[src/rtl/dcache_plru_controller.sv]
// -----------------------------------------------------------------------------
// dcache_plru_controller
//
// Read-modify-write owner of the Dcache PLRU tree buffer (32 sets x 7 tree
// bits, 8 ways). Each accepted request reads the set's tree, selects a victim
// (ALLOC) and writes back the touched tree. Only one request is in flight, so
// the next read always observes the previous write.
//
// Ports:
//   fire                  clock, all state updates on rising edge
//   rstn                  asynchronous active-low reset
//   i_req_valid/o_req_ready      request handshake (ready only in IDLE)
//   i_req_op              0 = TOUCH, 1 = ALLOC
//   i_req_set_5           set index
//   i_req_way_3           hit way (TOUCH)
//   i_valid_mask_8        per-way valid bits (ALLOC), 1 = valid
//   o_resp_valid/i_resp_ready    response handshake
//   o_victim_way_3        chosen way for ALLOC, 0 for TOUCH
//   o_plru_buffer_addr_5  buffer address (captured set, held in IDLE)
//   o_plru_write_enable   one-cycle buffer write strobe
//   o_data_out_7          tree value to write
//   i_data_in_7           buffer read data, combinational from address
//
// Tree encoding: b0 root, b1/b2 left/right nodes, b3..b6 leaf pairs
// {0,1},{2,3},{4,5},{6,7}; a 0 bit points toward the lower ways.
// -----------------------------------------------------------------------------
module dcache_plru_controller (
   input  logic       fire,
   input  logic       rstn,
   input  logic       i_req_valid,
   output logic       o_req_ready,
   input  logic       i_req_op,
   input  logic [4:0] i_req_set_5,
   input  logic [2:0] i_req_way_3,
   input  logic [7:0] i_valid_mask_8,
   output logic       o_resp_valid,
   input  logic       i_resp_ready,
   output logic [2:0] o_victim_way_3,
   output logic [4:0] o_plru_buffer_addr_5,
   output logic       o_plru_write_enable,
   output logic [6:0] o_data_out_7,
   input  logic [6:0] i_data_in_7
);

   typedef enum logic [1:0] {
      ST_IDLE  = 2'd0,
      ST_READ  = 2'd1,
      ST_WRITE = 2'd2,
      ST_RESP  = 2'd3
   } state_t;

   state_t     r_state;
   logic       r_op;
   logic [4:0] r_set;
   logic [2:0] r_way;
   logic [7:0] r_mask;
   logic       r_req_ready;
   logic       r_resp_valid;
   logic       r_write_enable;
   logic [2:0] r_victim;
   logic [6:0] r_data_out;

   logic [2:0] w_victim;
   logic [6:0] w_new_tree;

   // Follow the tree pointers from the root down to the pseudo-LRU way.
   function automatic logic [2:0] plru_walk(input logic [6:0] tree);
      logic [2:0] v;
      logic [2:0] leaf_idx;
      v[2]     = tree[0];
      v[1]     = v[2] ? tree[2] : tree[1];
      leaf_idx = 3'd3 + {1'b0, v[2], 1'b0} + {2'b00, v[1]};
      v[0]     = tree[leaf_idx];
      return v;
   endfunction

   // Make every node on the path to way w point away from w.
   function automatic logic [6:0] plru_touch(input logic [6:0] tree, input logic [2:0] w);
      logic [6:0] t;
      logic [2:0] leaf_idx;
      t    = tree;
      t[0] = ~w[2];
      if (w[2]) begin
         t[2] = ~w[1];
      end else begin
         t[1] = ~w[1];
      end
      leaf_idx    = 3'd3 + {1'b0, w[2:1]};
      t[leaf_idx] = ~w[0];
      return t;
   endfunction

   // Lowest-index way whose valid bit is clear (0 when the mask is all ones).
   function automatic logic [2:0] lowest_invalid(input logic [7:0] mask);
      logic [2:0] v;
      v = 3'd0;
      for (int i = 7; i >= 0; i--) begin
         if (!mask[i]) begin
            v = 3'(i);
         end
      end
      return v;
   endfunction

   // Victim selection and tree update from the tree read during READ.
   always_comb begin
      w_victim   = 3'd0;
      w_new_tree = i_data_in_7;
      if (r_op) begin
         // Filling an invalid way always beats evicting a valid one.
         if (r_mask != 8'hFF) begin
            w_victim = lowest_invalid(r_mask);
         end else begin
            w_victim = plru_walk(i_data_in_7);
         end
         w_new_tree = plru_touch(i_data_in_7, w_victim);
      end else begin
         w_victim   = 3'd0;
         w_new_tree = plru_touch(i_data_in_7, r_way);
      end
   end

   // Request FSM with registered handshake, strobe and data outputs.
   always_ff @(posedge fire or negedge rstn) begin
      if (!rstn) begin
         r_state        <= ST_IDLE;
         r_op           <= 1'b0;
         r_set          <= 5'd0;
         r_way          <= 3'd0;
         r_mask         <= 8'd0;
         r_req_ready    <= 1'b1;
         r_resp_valid   <= 1'b0;
         r_write_enable <= 1'b0;
         r_victim       <= 3'd0;
         r_data_out     <= 7'd0;
      end else begin
         case (r_state)
            ST_IDLE: begin
               if (i_req_valid) begin
                  r_op        <= i_req_op;
                  r_set       <= i_req_set_5;
                  r_way       <= i_req_way_3;
                  r_mask      <= i_valid_mask_8;
                  r_req_ready <= 1'b0;
                  r_state     <= ST_READ;
               end
            end
            ST_READ: begin
               r_victim       <= w_victim;
               r_data_out     <= w_new_tree;
               r_write_enable <= 1'b1;
               r_state        <= ST_WRITE;
            end
            ST_WRITE: begin
               r_write_enable <= 1'b0;
               r_resp_valid   <= 1'b1;
               r_state        <= ST_RESP;
            end
            ST_RESP: begin
               if (i_resp_ready) begin
                  r_resp_valid <= 1'b0;
                  r_req_ready  <= 1'b1;
                  r_state      <= ST_IDLE;
               end
            end
            default: begin
               r_write_enable <= 1'b0;
               r_resp_valid   <= 1'b0;
               r_req_ready    <= 1'b1;
               r_state        <= ST_IDLE;
            end
         endcase
      end
   end

   assign o_req_ready          = r_req_ready;
   assign o_resp_valid         = r_resp_valid;
   assign o_victim_way_3       = r_victim;
   assign o_plru_buffer_addr_5 = r_set;
   assign o_plru_write_enable  = r_write_enable;
   assign o_data_out_7         = r_data_out;

endmodule

[config.mk]
export PLATFORM = sky130hd
export DESIGN_NAME = dcache_plru_controller
export DESIGN_NICKNAME = d
export VERILOG_FILES = /design/src/rtl/dcache_plru_controller.sv
export SDC_FILE = /design/constraint.sdc
export NUM_CORES = 1
export LEC_CHECK = 0
export CORE_ASPECT_RATIO = 1.5
export CORE_MARGIN = 3
export CORE_UTILIZATION = 47
export DETAILED_ROUTE_END_ITERATION = 8
export DONT_BUFFER_PORTS = 1
export PLACE_DENSITY_LB_ADDON = 0.12
export SLEW_MARGIN = 20
export SYNTH_ARGS = -nofsm -noshare
export SYNTH_HDL_FRONTEND = slang
export SYNTH_SLANG_ARGS = --single-unit
[constraint.sdc]
create_clock -name fire -period 2 [get_ports fire]
set_clock_uncertainty 0.15 [all_clocks]
set_input_delay 0.2 -clock fire [delete_from_list [all_inputs] [get_ports fire]]
set_output_delay 0.2 -clock fire [all_outputs]
set_load 0.005 [all_outputs]
==> metrics, run 1 <==
result of the run completed; most frequent standard cell in the layout excluding fill and tap cells sky130_fd_sc_hd__dfrtp_1; overall overflow remaining after global route 0; end of the worst register-to-register path o_data_out_7[0]$_DFFE_PN0N_; vias in the first global route 1399; endpoint kind of the worst setup timing path flip-flop; crit path time final 1.976 ns; fraction of the core area covered by cells at the end of the flow 62.59%; slew margin rel. 73.85%; maximum vdd ir drop 892.7 uV; portion of the post-synthesis area used by sequential elements 43.49%; Syn Area/Cell 11.82 sq um; overall via count from detail_route 1325; area taken by flip-flops and latches 802.0 sq um; Max Freq 506.1 MHz; die height 82.72 um; category of the critical setup timing path reg2reg; number of enable-type register cells in the synthesized netlist 0; share of synthesized flip-flops with an asynchronous set or reset 100.0%; CTS root buf sky130_fd_sc_hd__clkbuf_8; total count of hold-check failures in the final report 0; Post-Synth XOR/XNOR Area 0%; clock buffers created by TritonCTS 5; post-detailed-routing wire length 4124 um; Port Buffer Count 0; CTS max path bufs 2; Filler cells 311; Final Power 3.405 mW; Core ar. 3716 sq um; area enclosed by the die boundary 4727 sq um; complex-gate fraction of the synthesized area 17.10%; CP startpoint r_mask[3]$_DFFE_PN0P_; final HPWL from detailed placement 3055 um; CTS sink count 32; class of the most critical hold timing path in2reg; most frequently used flop master after synthesis sky130_fd_sc_hd__dfrtp_1; post-synthesis instance area 1844 sq um; Max Cap Viol 0; pre-CTS worst setup slack -0.04025 ns; startpoint types flip-flop; initial core utilization 49.63%; Final Cycle Share 98.80%; number of standard-cell rows in the floorplan 27; CTS tree built; area added between synthesis and finish 26.12%; net count after synthesis 197; clock-pin slew on the worst setup and hold paths 0.07 ns; endpoint required time on the critical path 2.04 ns; die span in x 57.15 um; dominant combinational cell family by area after synthesis compound AO/OA/AOI/OAI gates; H-tree levels 2; final count of negative-setup-slack endpoints 0; launching point of the worst reg2reg path r_mask[3]$_DFFE_PN0P_; remaining antenna violation count after routing 0; initial antenna violation count 0; Wirelength per Cell 17.55 um; Post-Synth Simple-Gate Area 10.92%; final weighted congestion in routability-driven placement 0.7568; Final Net Count 232; adder-cell share of the synthesized area 8.820%; Crit path arrival time 2.02 ns; maximum number of pins on one net before global-route repair 33; max-slew violation total from the final report 0; first-pass GRT wire length 6651 um; number of warnings reported in the yosys synthesis log 0; multiplexer fraction of the synthesized cell area 16.35%; fraction of final layout cells sized beyond drive strength 1 31.77%; Cell Count, Final, Fillers Out 235; per-cell via count in the routed design 5.638; insertion delay of the later-clocked pin in the worst-skew pair 0.28 ns; Yosys reg bits 32; overall routing resource usage 18.65%; Pwr Density 1464 nW/um^2; First DRT Iteration DRCs 44; library cells used by synthesis 39; maximum fanout count along the critical path 5; commonest non-fill, non-tap cells in the layout sky130_fd_sc_hd__dfrtp_1 (31), sky130_fd_sc_hd__dlygate4sd3_1 (20), sky130_fd_sc_hd__mux2_2 (19); Worst Hold Margin 0.03657 ns; end point of the critical path o_data_out_7[0]$_DFFE_PN0N_; combined area of the multi-input logic cells 1037 sq um; Placed Cells incl. Taps 204; setup repair after global routing missed its margin true; Pre-Repair DR Iteration Count 4; total DRC errors in the routed layout 0; synthesized netlist cell count 156; static leakage 1.009 nW; reg2reg setup slack 0.02 ns; number of placed I/O pins 46; slack of the critical path 0.02401 ns; Tightest Pin Transition 0.3923 ns; count of cells along the worst register-to-register path 7; diode count 0
-- state kept, by name, indices dropped and copies added (netlist names) --
name,count
o_req_ready,1
o_plru_write_enable,1
r_way,3
o_plru_buffer_addr_5,5
o_victim_way_3,3
r_op,1
r_state,2
o_data_out_7,7
r_mask,8
o_resp_valid,1
-- worst min-delay path by stage --
stage	endpoint	startpoint	cells after the start	slack, ns
3_3_place_gp	o_data_out_7[6]$_DFFE_PN0N_	rstn	0	-0.24
3_5_place_dp	o_data_out_7[6]$_DFFE_PN0N_	rstn	0	-0.24
2_1_floorplan	o_data_out_7[0]$_DFFE_PN0N_	rstn	0	-0.25
5_1_grt	o_req_ready$_DFFE_PN1P_	i_req_valid	3	0.06
6_report	o_data_out_7[2]$_DFFE_PN0N_	i_data_in_7[2]	2	0.04
4_1_cts	o_data_out_7[2]$_DFFE_PN0N_	i_data_in_7[2]	2	0.03
-- report_power, final --
| group | leakage [nW] | total (mW) | internal, mW | switching (mW) |
|---|---|---|---|---|
| Combinational | 0.594 | 1.62 | 0.813 | 0.809 |
| Clock | 0.0412 | 0.473 | 0.243 | 0.230 |
| Sequential | 0.374 | 1.31 | 0.978 | 0.332 |
| Total | 1.01 | 3.40 | 2.03 | 1.37 |
-- synthesized netlist by cell type, drive strengths merged (2+ instances only) --
master / count / area (sq um)
nor2: 9 / 33.78
mux2: 22 / 251.5
mux2i: 5 / 50.05
a211oi: 2 / 15.01
ha: 13 / 162.7
o2bb2ai: 3 / 26.28
o21ai: 6 / 45.05
and2: 2 / 13.77
inv: 11 / 43.80
o2111ai: 2 / 17.52
buf: 2 / 10.01
dfrtp: 31 / 775.7
a21oi: 12 / 78.83
a21o: 2 / 15.01
nand2: 8 / 30.03
nand2b: 7 / 43.79
nor3: 2 / 15.01
nand4: 3 / 18.77
a221oi: 4 / 47.55
-- layout make-up --
type                       instances  area share [%]
clock buffer                       6           3.120
clock inverter                     2          0.5379
inverter                          11           2.098
multi-input combinational        110           44.59
sequential                        32           34.48
tap                               43           2.313
timing repair buffer              31           12.86
-- worst max-delay path: stages (launching register included) --
cell and delay, ns:
sky130_fd_sc_hd__dfrtp_1 0.40, sky130_fd_sc_hd__nand4_1 0.17, sky130_fd_sc_hd__o221ai_4 0.25, sky130_fd_sc_hd__ha_1 0.27, sky130_fd_sc_hd__nand2b_2 0.25, sky130_fd_sc_hd__nor2_4 0.13
sky130_fd_sc_hd__nor3_1 0.06, sky130_fd_sc_hd__a211oi_1 0.22
-- kinds of logic after synthesis --
| logic type | count (synthesis) |
|---|---|
| AO/OA/AOI/OAI | 35 |
| adder cells (fa/ha/maj) | 13 |
| buffers and inverters | 14 |
| flip-flops | 32 |
| multiplexers | 27 |
| AND/OR/NAND/NOR | 35 |
-- per-layer routing --
| layer | share of wire, % | global-route usage [%] | up-vias | routed length [um] |
|---|---|---|---|---|
| li1 | - | - | 630 | - |
| met1 | 37 | 20.02 | 643 | 1518 |
| met2 | 56 | 33.75 | 40 | 2314 |
| met3 | 4.7 | 4.510 | 12 | 193 |
| met4 | 2.4 | 9.513 | 0 | 97 |
| met5 | 0 | 0 | - | 0 |
-- what timing repair did --
| action | in CTS | in global routing |
|---|---|---|
| endpoints found under the setup margin | 3 | 7 |
| resized for setup | 6 | 9 |
| hold endpoints to repair | 51 | 0 |
| hold buffers | 21 | 0 |
| pin swaps | 3 | 6 |
| buffers inserted | 0 | 2 |
-- metrics by stage --
| step | area, sq um | setup TNS, ns |
|---|---|---|
| after floorplan | 1852 | 0 |
| after global placement | 1948 | 0 |
| after detailed placement | 1948 | -0.07177 |
| after CTS | 2280 | -0.003516 |
| after global routing | 2326 | -0.1821 |
| final | 2326 | 0 |
No activity file was read; power rests on OpenSTA's default activity.
==> run 2, diff against run 1 <==
--- a/config.mk
+++ b/config.mk
@@ -5,6 +5,7 @@
 export SDC_FILE = /design/constraint.sdc
 export NUM_CORES = 1
 export LEC_CHECK = 0
+export CAP_MARGIN = 10
 export CORE_ASPECT_RATIO = 1.5
 export CORE_MARGIN = 3
 export CORE_UTILIZATION = 47
==> constraint.sdc (replaced) <==
create_clock -name fire -period 2 [get_ports fire]
set_clock_uncertainty 0.15 [all_clocks]
set_input_delay 0.2 -clock fire [delete_from_list [all_inputs] [get_ports fire]]
set_output_delay 0.2 -clock fire [all_outputs]
set_load 0.1 [all_outputs]
==> metrics, run 2 (same netlist as run 1, synthesis figures left out) <==
total count of hold-check failures in the final report 0 (unchanged); Worst Hold Margin 0.04163 ns (was 0.03657 ns); slew margin rel. 69.62% (was 73.85%); overall overflow remaining after global route 0 (unchanged); Filler cells 286 (was 311); final HPWL from detailed placement 3169 um (was 3055 um); Final Net Count 259 (was 232); Core ar. 3716 sq um (unchanged); vias in the first global route 1507 (was 1399); CTS sink count 32 (unchanged); summed negative setup slack over all endpoints 0 ns (unchanged); H-tree levels 2 (unchanged); die span in x 57.15 um (unchanged); per-cell via count in the routed design 5.561 (was 5.638); maximum number of pins on one net before global-route repair 33 (unchanged); number of standard-cell rows in the floorplan 27 (unchanged); total DRC errors in the routed layout 0 (unchanged); result of the run completed (unchanged); clock-pin slew on the worst setup and hold paths 0.07 ns (about the same); CTS root buf sky130_fd_sc_hd__clkbuf_8 (unchanged); clock buffers created by TritonCTS 5 (unchanged); cell depth of the worst setup path 8 (was 7); number of flip-flops under the largest register name 8 (unchanged); initial antenna violation count 0 (unchanged); Pre-Repair DR Iteration Count 4 (unchanged); Max Freq 513.7 MHz (was 506.1 MHz); endpoint required time on the critical path 2.01 ns (was 2.04 ns); launching point of the worst reg2reg path r_mask[6]$_DFFE_PN0P_ (was r_mask[3]$_DFFE_PN0P_); first-pass GRT wire length 7079 um (was 6651 um); register with the most flip-flops r_mask (unchanged); overall via count from detail_route 1457 (was 1325); die height 82.72 um (unchanged); maximum fanout count along the critical path 5 (unchanged); Wirelength per Cell 17.42 um (was 17.55 um); Max Cap Viol 0 (unchanged); remaining antenna violation count after routing 0 (unchanged); area enclosed by the die boundary 4727 sq um (unchanged); insertion delay of the later-clocked pin in the worst-skew pair 0.28 ns (about the same); count of cells along the worst register-to-register path 8 (was 7); reg2reg setup slack 0.05 ns (was 0.02 ns); Crit path arrival time 1.95 ns (was 2.02 ns); category of the critical setup timing path reg2reg (unchanged); end point of the critical path o_data_out_7[4]$_DFFE_PN0N_ (was o_data_out_7[0]$_DFFE_PN0N_); worst hold path stage count 3 (was 2); CP startpoint r_mask[6]$_DFFE_PN0P_ (was r_mask[3]$_DFFE_PN0P_); final weighted congestion in routability-driven placement 0.8252 (was 0.7568); number of placed I/O pins 46 (unchanged); max-slew violation total from the final report 0 (unchanged); end of the worst register-to-register path o_data_out_7[4]$_DFFE_PN0N_ (was o_data_out_7[0]$_DFFE_PN0N_); most frequent standard cell in the layout excluding fill and tap cells sky130_fd_sc_hd__buf_4 (was sky130_fd_sc_hd__dfrtp_1); pre-CTS worst setup slack -0.05980 ns (was -0.04025 ns); CTS tree built (unchanged); CTS max path bufs 2 (unchanged); overall routing resource usage 19.90% (was 18.65%); Port Buffer Count 0 (unchanged); Tightest Pin Transition 0.4557 ns (was 0.3923 ns); post-detailed-routing wire length 4565 um (was 4124 um); final count of negative-setup-slack endpoints 0 (unchanged); endpoint kind of the worst setup timing path flip-flop (unchanged); First DRT Iteration DRCs 21 (was 44); Final Cycle Share 97.33% (was 98.80%); class of the most critical hold timing path in2reg (unchanged); series of cell instances along the critical path nand4_1 -> o221ai_4 -> buf_6 -> clkinv_8 -> ha_4 -> a21oi_2 -> mux2_4 -> a221oi_2 (was nand4_1 -> o221ai_4 -> ha_1 -> nand2b_2 -> nor2_4 -> nor3_1 -> a211oi_1); number of buffer and inverter stages on the critical path 2 (was 0); Largest delay share family, worst path compound AO/OA/AOI/OAI gates (was simple AND/OR/NAND/NOR gates); crit path time final 1.947 ns (was 1.976 ns); area added between synthesis and finish 41.32% (was 26.12%); Max stage delay cell, worst path sky130_fd_sc_hd__dfrtp_1 (unchanged); setup repair after global routing missed its margin true (unchanged); fraction of final layout cells sized beyond drive strength 1 44.29% (was 31.77%); commonest non-fill, non-tap cells in the layout sky130_fd_sc_hd__buf_4 (35), sky130_fd_sc_hd__dfrtp_1 (31), sky130_fd_sc_hd__dlygate4sd3_1 (20) (was sky130_fd_sc_hd__dfrtp_1 (31), sky130_fd_sc_hd__dlygate4sd3_1 (20), sky130_fd_sc_hd__mux2_2 (19)); initial core utilization 49.63% (unchanged); slack of the critical path 0.05335 ns (was 0.02401 ns); startpoint types flip-flop (unchanged); maximum cell stage delay along the critical path 0.40 ns (about the same); diode count 0 (unchanged)
## run 2: cell types whose count changed in the layout (fill, tap and decap cells not counted), sizes merged
cell | before | now
buf | 11 | 38
clkbuf | 6 | 7
inv | 11 | 10
## run 2: worst min path at each step
stage / slack, ns / to / startpoint
floorplan: -0.25 / o_data_out_7[0]$_DFFE_PN0N_ / rstn
global placement: -0.24 / o_data_out_7[6]$_DFFE_PN0N_ / rstn
detailed placement: -0.24 / o_data_out_7[6]$_DFFE_PN0N_ / rstn
CTS: 0.03 / o_req_ready$_DFFE_PN1P_ / i_req_valid
global route: 0.05 / o_data_out_7[2]$_DFFE_PN0N_ / i_data_in_7[2]
finish: 0.04 / o_req_ready$_DFFE_PN1P_ / i_req_valid
## run 2: area by class of cell
cell class                 instances  area, sq um  area share [%]
timing repair buffer              58        505.5           19.40
tap                               43        53.80           2.064
clock inverter                     1        7.507          0.2880
inverter                          11        53.80           2.064
clock buffer                       7        86.33           3.313
sequential                        32        802.0           30.77
multi-input combinational        110         1097           42.10
## run 2: timing repair
item                                   4_1_cts  5_1_grt
setup buffers                                1       10
hold buffers                                21        0
setup endpoints to repair                    3        7
resized for setup                            4       25
pin swaps                                    3       10
endpoints found under the hold margin       51        0
## run 2: layer usage
metal  wire length, um  track usage, %
met3               164           4.977
met5                 0               0
met2              2617           36.27
met4               146           9.513
met1              1636           21.32
## run 2: through the flow
step | util [%] | cell area, sq um | cells
floorplan | - | 1852 | 156
finish | 70.13 | 2606 | 262
global placement | 56.06 | 2083 | 222
detailed placement | 56.06 | 2083 | 222
CTS | 65.02 | 2416 | 252
global route | 70.13 | 2606 | 262
## run 2: worst reg2reg max path, delay by kind of cell (launching register included)
family	cells	cell delay (ns)
simple gates	1	0.19
fa+ha+maj	1	0.16
compound gates	3	0.51
mux	1	0.16
flops	1	0.40
buf+inv	2	0.26
Power of run 2 is left out: the tool's default activity adds up to more than one toggle a clock period on the data nets, which glitch-free logic cannot reach.
==> run 3, diff against run 2 <==
--- a/config.mk
+++ b/config.mk
@@ -11,7 +11,7 @@
 export CORE_UTILIZATION = 47
 export DETAILED_ROUTE_END_ITERATION = 8
 export DONT_BUFFER_PORTS = 1
-export PLACE_DENSITY_LB_ADDON = 0.12
+export PLACE_DENSITY = 0.74
 export SLEW_MARGIN = 20
 export SYNTH_ARGS = -nofsm -noshare
 export SYNTH_HDL_FRONTEND = slang
==> metrics, run 3 (same netlist as run 1, synthesis figures left out) <==
total count of hold-check failures in the final report 0 (unchanged); combined area of the multi-input logic cells 1045 sq um (was 1097 sq um); Core ar. 3716 sq um (unchanged); fraction of final layout cells sized beyond drive strength 1 39.05% (was 44.29%); result of the run complete, but fails checks (was completed); CTS root buf sky130_fd_sc_hd__clkbuf_8 (unchanged); maximum number of pins on one net before global-route repair 33 (unchanged); final HPWL from detailed placement 3122 um (was 3169 um); cell area after placement 2068 sq um (was 2083 sq um); endpoint kind of the worst setup timing path flip-flop (unchanged); Wirelength per Cell 17.30 um (was 17.42 um); diode count 0 (unchanged); per-cell via count in the routed design 5.569 (was 5.561); insertion delay of the later-clocked pin in the worst-skew pair 0.29 ns (was 0.28 ns); category of the critical setup timing path reg2reg (unchanged); number of flip-flops under the largest register name 8 (unchanged); initial antenna violation count 0 (unchanged); Pre-Repair DR Iteration Count 4 (unchanged); Max Freq 488.2 MHz (was 513.7 MHz); commonest non-fill, non-tap cells in the layout sky130_fd_sc_hd__dfrtp_1 (31), sky130_fd_sc_hd__buf_4 (27), sky130_fd_sc_hd__dlygate4sd3_1 (20) (was sky130_fd_sc_hd__buf_4 (35), sky130_fd_sc_hd__dfrtp_1 (31), sky130_fd_sc_hd__dlygate4sd3_1 (20)); slew margin rel. 71.94% (was 69.62%); Port Buffer Count 0 (unchanged); Max stage delay cell, worst path sky130_fd_sc_hd__dfrtp_1 (unchanged); failing checks setup timing; register with the most flip-flops r_mask (unchanged); area enclosed by the die boundary 4727 sq um (unchanged); slack of the critical path -0.04828 ns (was 0.05335 ns); die height 82.72 um (unchanged); maximum cell stage delay along the critical path 0.40 ns (about the same); Crit path arrival time 2.09 ns (was 1.95 ns); most frequent standard cell in the layout excluding fill and tap cells sky130_fd_sc_hd__dfrtp_1 (was sky130_fd_sc_hd__buf_4); final count of negative-setup-slack endpoints 1 (was 0); Max Cap Viol 0 (unchanged); final weighted congestion in routability-driven placement 0.8943 (was 0.8252); CTS tree built (unchanged); Tightest Pin Transition 0.4208 ns (was 0.4557 ns); overall overflow remaining after global route 0 (unchanged); pre-CTS worst setup slack -0.06384 ns (was -0.05980 ns); H-tree levels 2 (unchanged); startpoint types flip-flop (unchanged); Filler cells 283 (was 286); overall routing resource usage 19.60% (was 19.90%); area added between synthesis and finish 35.82% (was 41.32%); post-route design area 2505 sq um (was 2606 sq um); number of standard-cell rows in the floorplan 27 (unchanged); maximum fanout count along the critical path 5 (unchanged); clock buffers created by TritonCTS 5 (unchanged); Final Net Count 250 (was 259); first-pass GRT wire length 6920 um (was 7079 um); overall via count from detail_route 1409 (was 1457); area taken by flip-flops and latches 802.0 sq um (unchanged); remaining antenna violation count after routing 0 (unchanged); Final Cycle Share 102.4% (was 97.33%); initial core utilization 49.63% (unchanged); total DRC errors in the routed layout 0 (unchanged); crit path time final 2.048 ns (was 1.947 ns); post-detailed-routing wire length 4376 um (was 4565 um); die span in x 57.15 um (unchanged); clock-pin slew on the worst setup and hold paths 0.07 ns (about the same); vias in the first global route 1484 (was 1507); class of the most critical hold timing path in2reg (unchanged); number of placed I/O pins 46 (unchanged); series of cell instances along the critical path nand4_1 -> o221ai_4 -> buf_6 -> ha_4 -> a21oi_1 -> mux2_4 -> a221oi_2 (was nand4_1 -> o221ai_4 -> buf_6 -> clkinv_8 -> ha_4 -> a21oi_2 -> mux2_4 -> a221oi_2); CTS sink count 32 (unchanged); CTS max path bufs 2 (unchanged); setup repair after global routing missed its margin true (unchanged); endpoint required time on the critical path 2.04 ns (was 2.01 ns); First DRT Iteration DRCs 24 (was 21); max-slew violation total from the final report 0 (unchanged)
[run 3: critical path, delay by kind of cell, from the launching register on]
family / cells / cell delay [ns]
adder cells (fa/ha/maj): 1 / 0.18
multiplexers: 1 / 0.28
AND/OR/NAND/NOR: 1 / 0.17
buffers and inverters: 1 / 0.16
AO/OA/AOI/OAI: 3 / 0.61
flip-flops: 1 / 0.40
[run 3: timing repair]
item,4_1_cts,5_1_grt
gates resized for setup,3,11
hold buffers,21,0
pin swaps,2,5
cloned,0,0
setup buffers,1,3
endpoints found under the hold margin,51,0
endpoints found under the setup margin,4,6
[run 3: worst paths after layout]
path | end | cells past startpoint | start | slack (ns)
max | o_data_out_7[3]$_DFFE_PN0N_ | 7 | r_mask[7]$_DFFE_PN0P_ | -0.05
min | o_data_out_7[2]$_DFFE_PN0N_ | 2 | i_data_in_7[2] | 0.03
max reg2reg | o_data_out_7[3]$_DFFE_PN0N_ | 7 | r_mask[7]$_DFFE_PN0P_ | -0.05
min reg2reg | o_plru_buffer_addr_5[2]$_DFFE_PN0P_ | 1 | o_plru_buffer_addr_5[2]$_DFFE_PN0P_ | 0.36
max in group asynchronous | o_req_ready$_DFFE_PN1P_ | 2 | rstn | 1.24
min in group asynchronous | r_mask[3]$_DFFE_PN0P_ | 2 | rstn | 0.21
[run 3: per-stage QoR]
step	setup TNS [ns]	hold slack (ns)	util [%]	cells
floorplan	0	-0.2456	-	156
CTS	0	0.02056	65.39	250
detailed placement	-0.1029	-0.2446	55.66	220
finish	-0.04828	0.02506	67.41	253
global placement	0	-0.2446	55.66	220
global route	-0.5720	0.04299	67.41	253
[run 3: cell type report]
type / count / share of cell area (%)
Tap cell: 43 / 2.148
Clock buffer: 7 / 3.846
Timing Repair Buffer: 49 / 17.33
Clock inverter: 1 / 1.199
Sequential cell: 32 / 32.02
Multi-Input combinational cell: 110 / 41.71
Inverter: 11 / 1.748
[run 3: metal layers]
| metal | routed length, um | GRT usage (%) | vias up |
|---|---|---|---|
| met2 | 2541 | 36.61 | 44 |
| met4 | 102 | 10.67 | 0 |
| li1 | - | - | 665 |
| met3 | 200 | 5.288 | 10 |
| met1 | 1533 | 19.43 | 690 |
| met5 | 0 | 0 | - |
Power of run 3 is left out for the same reason.
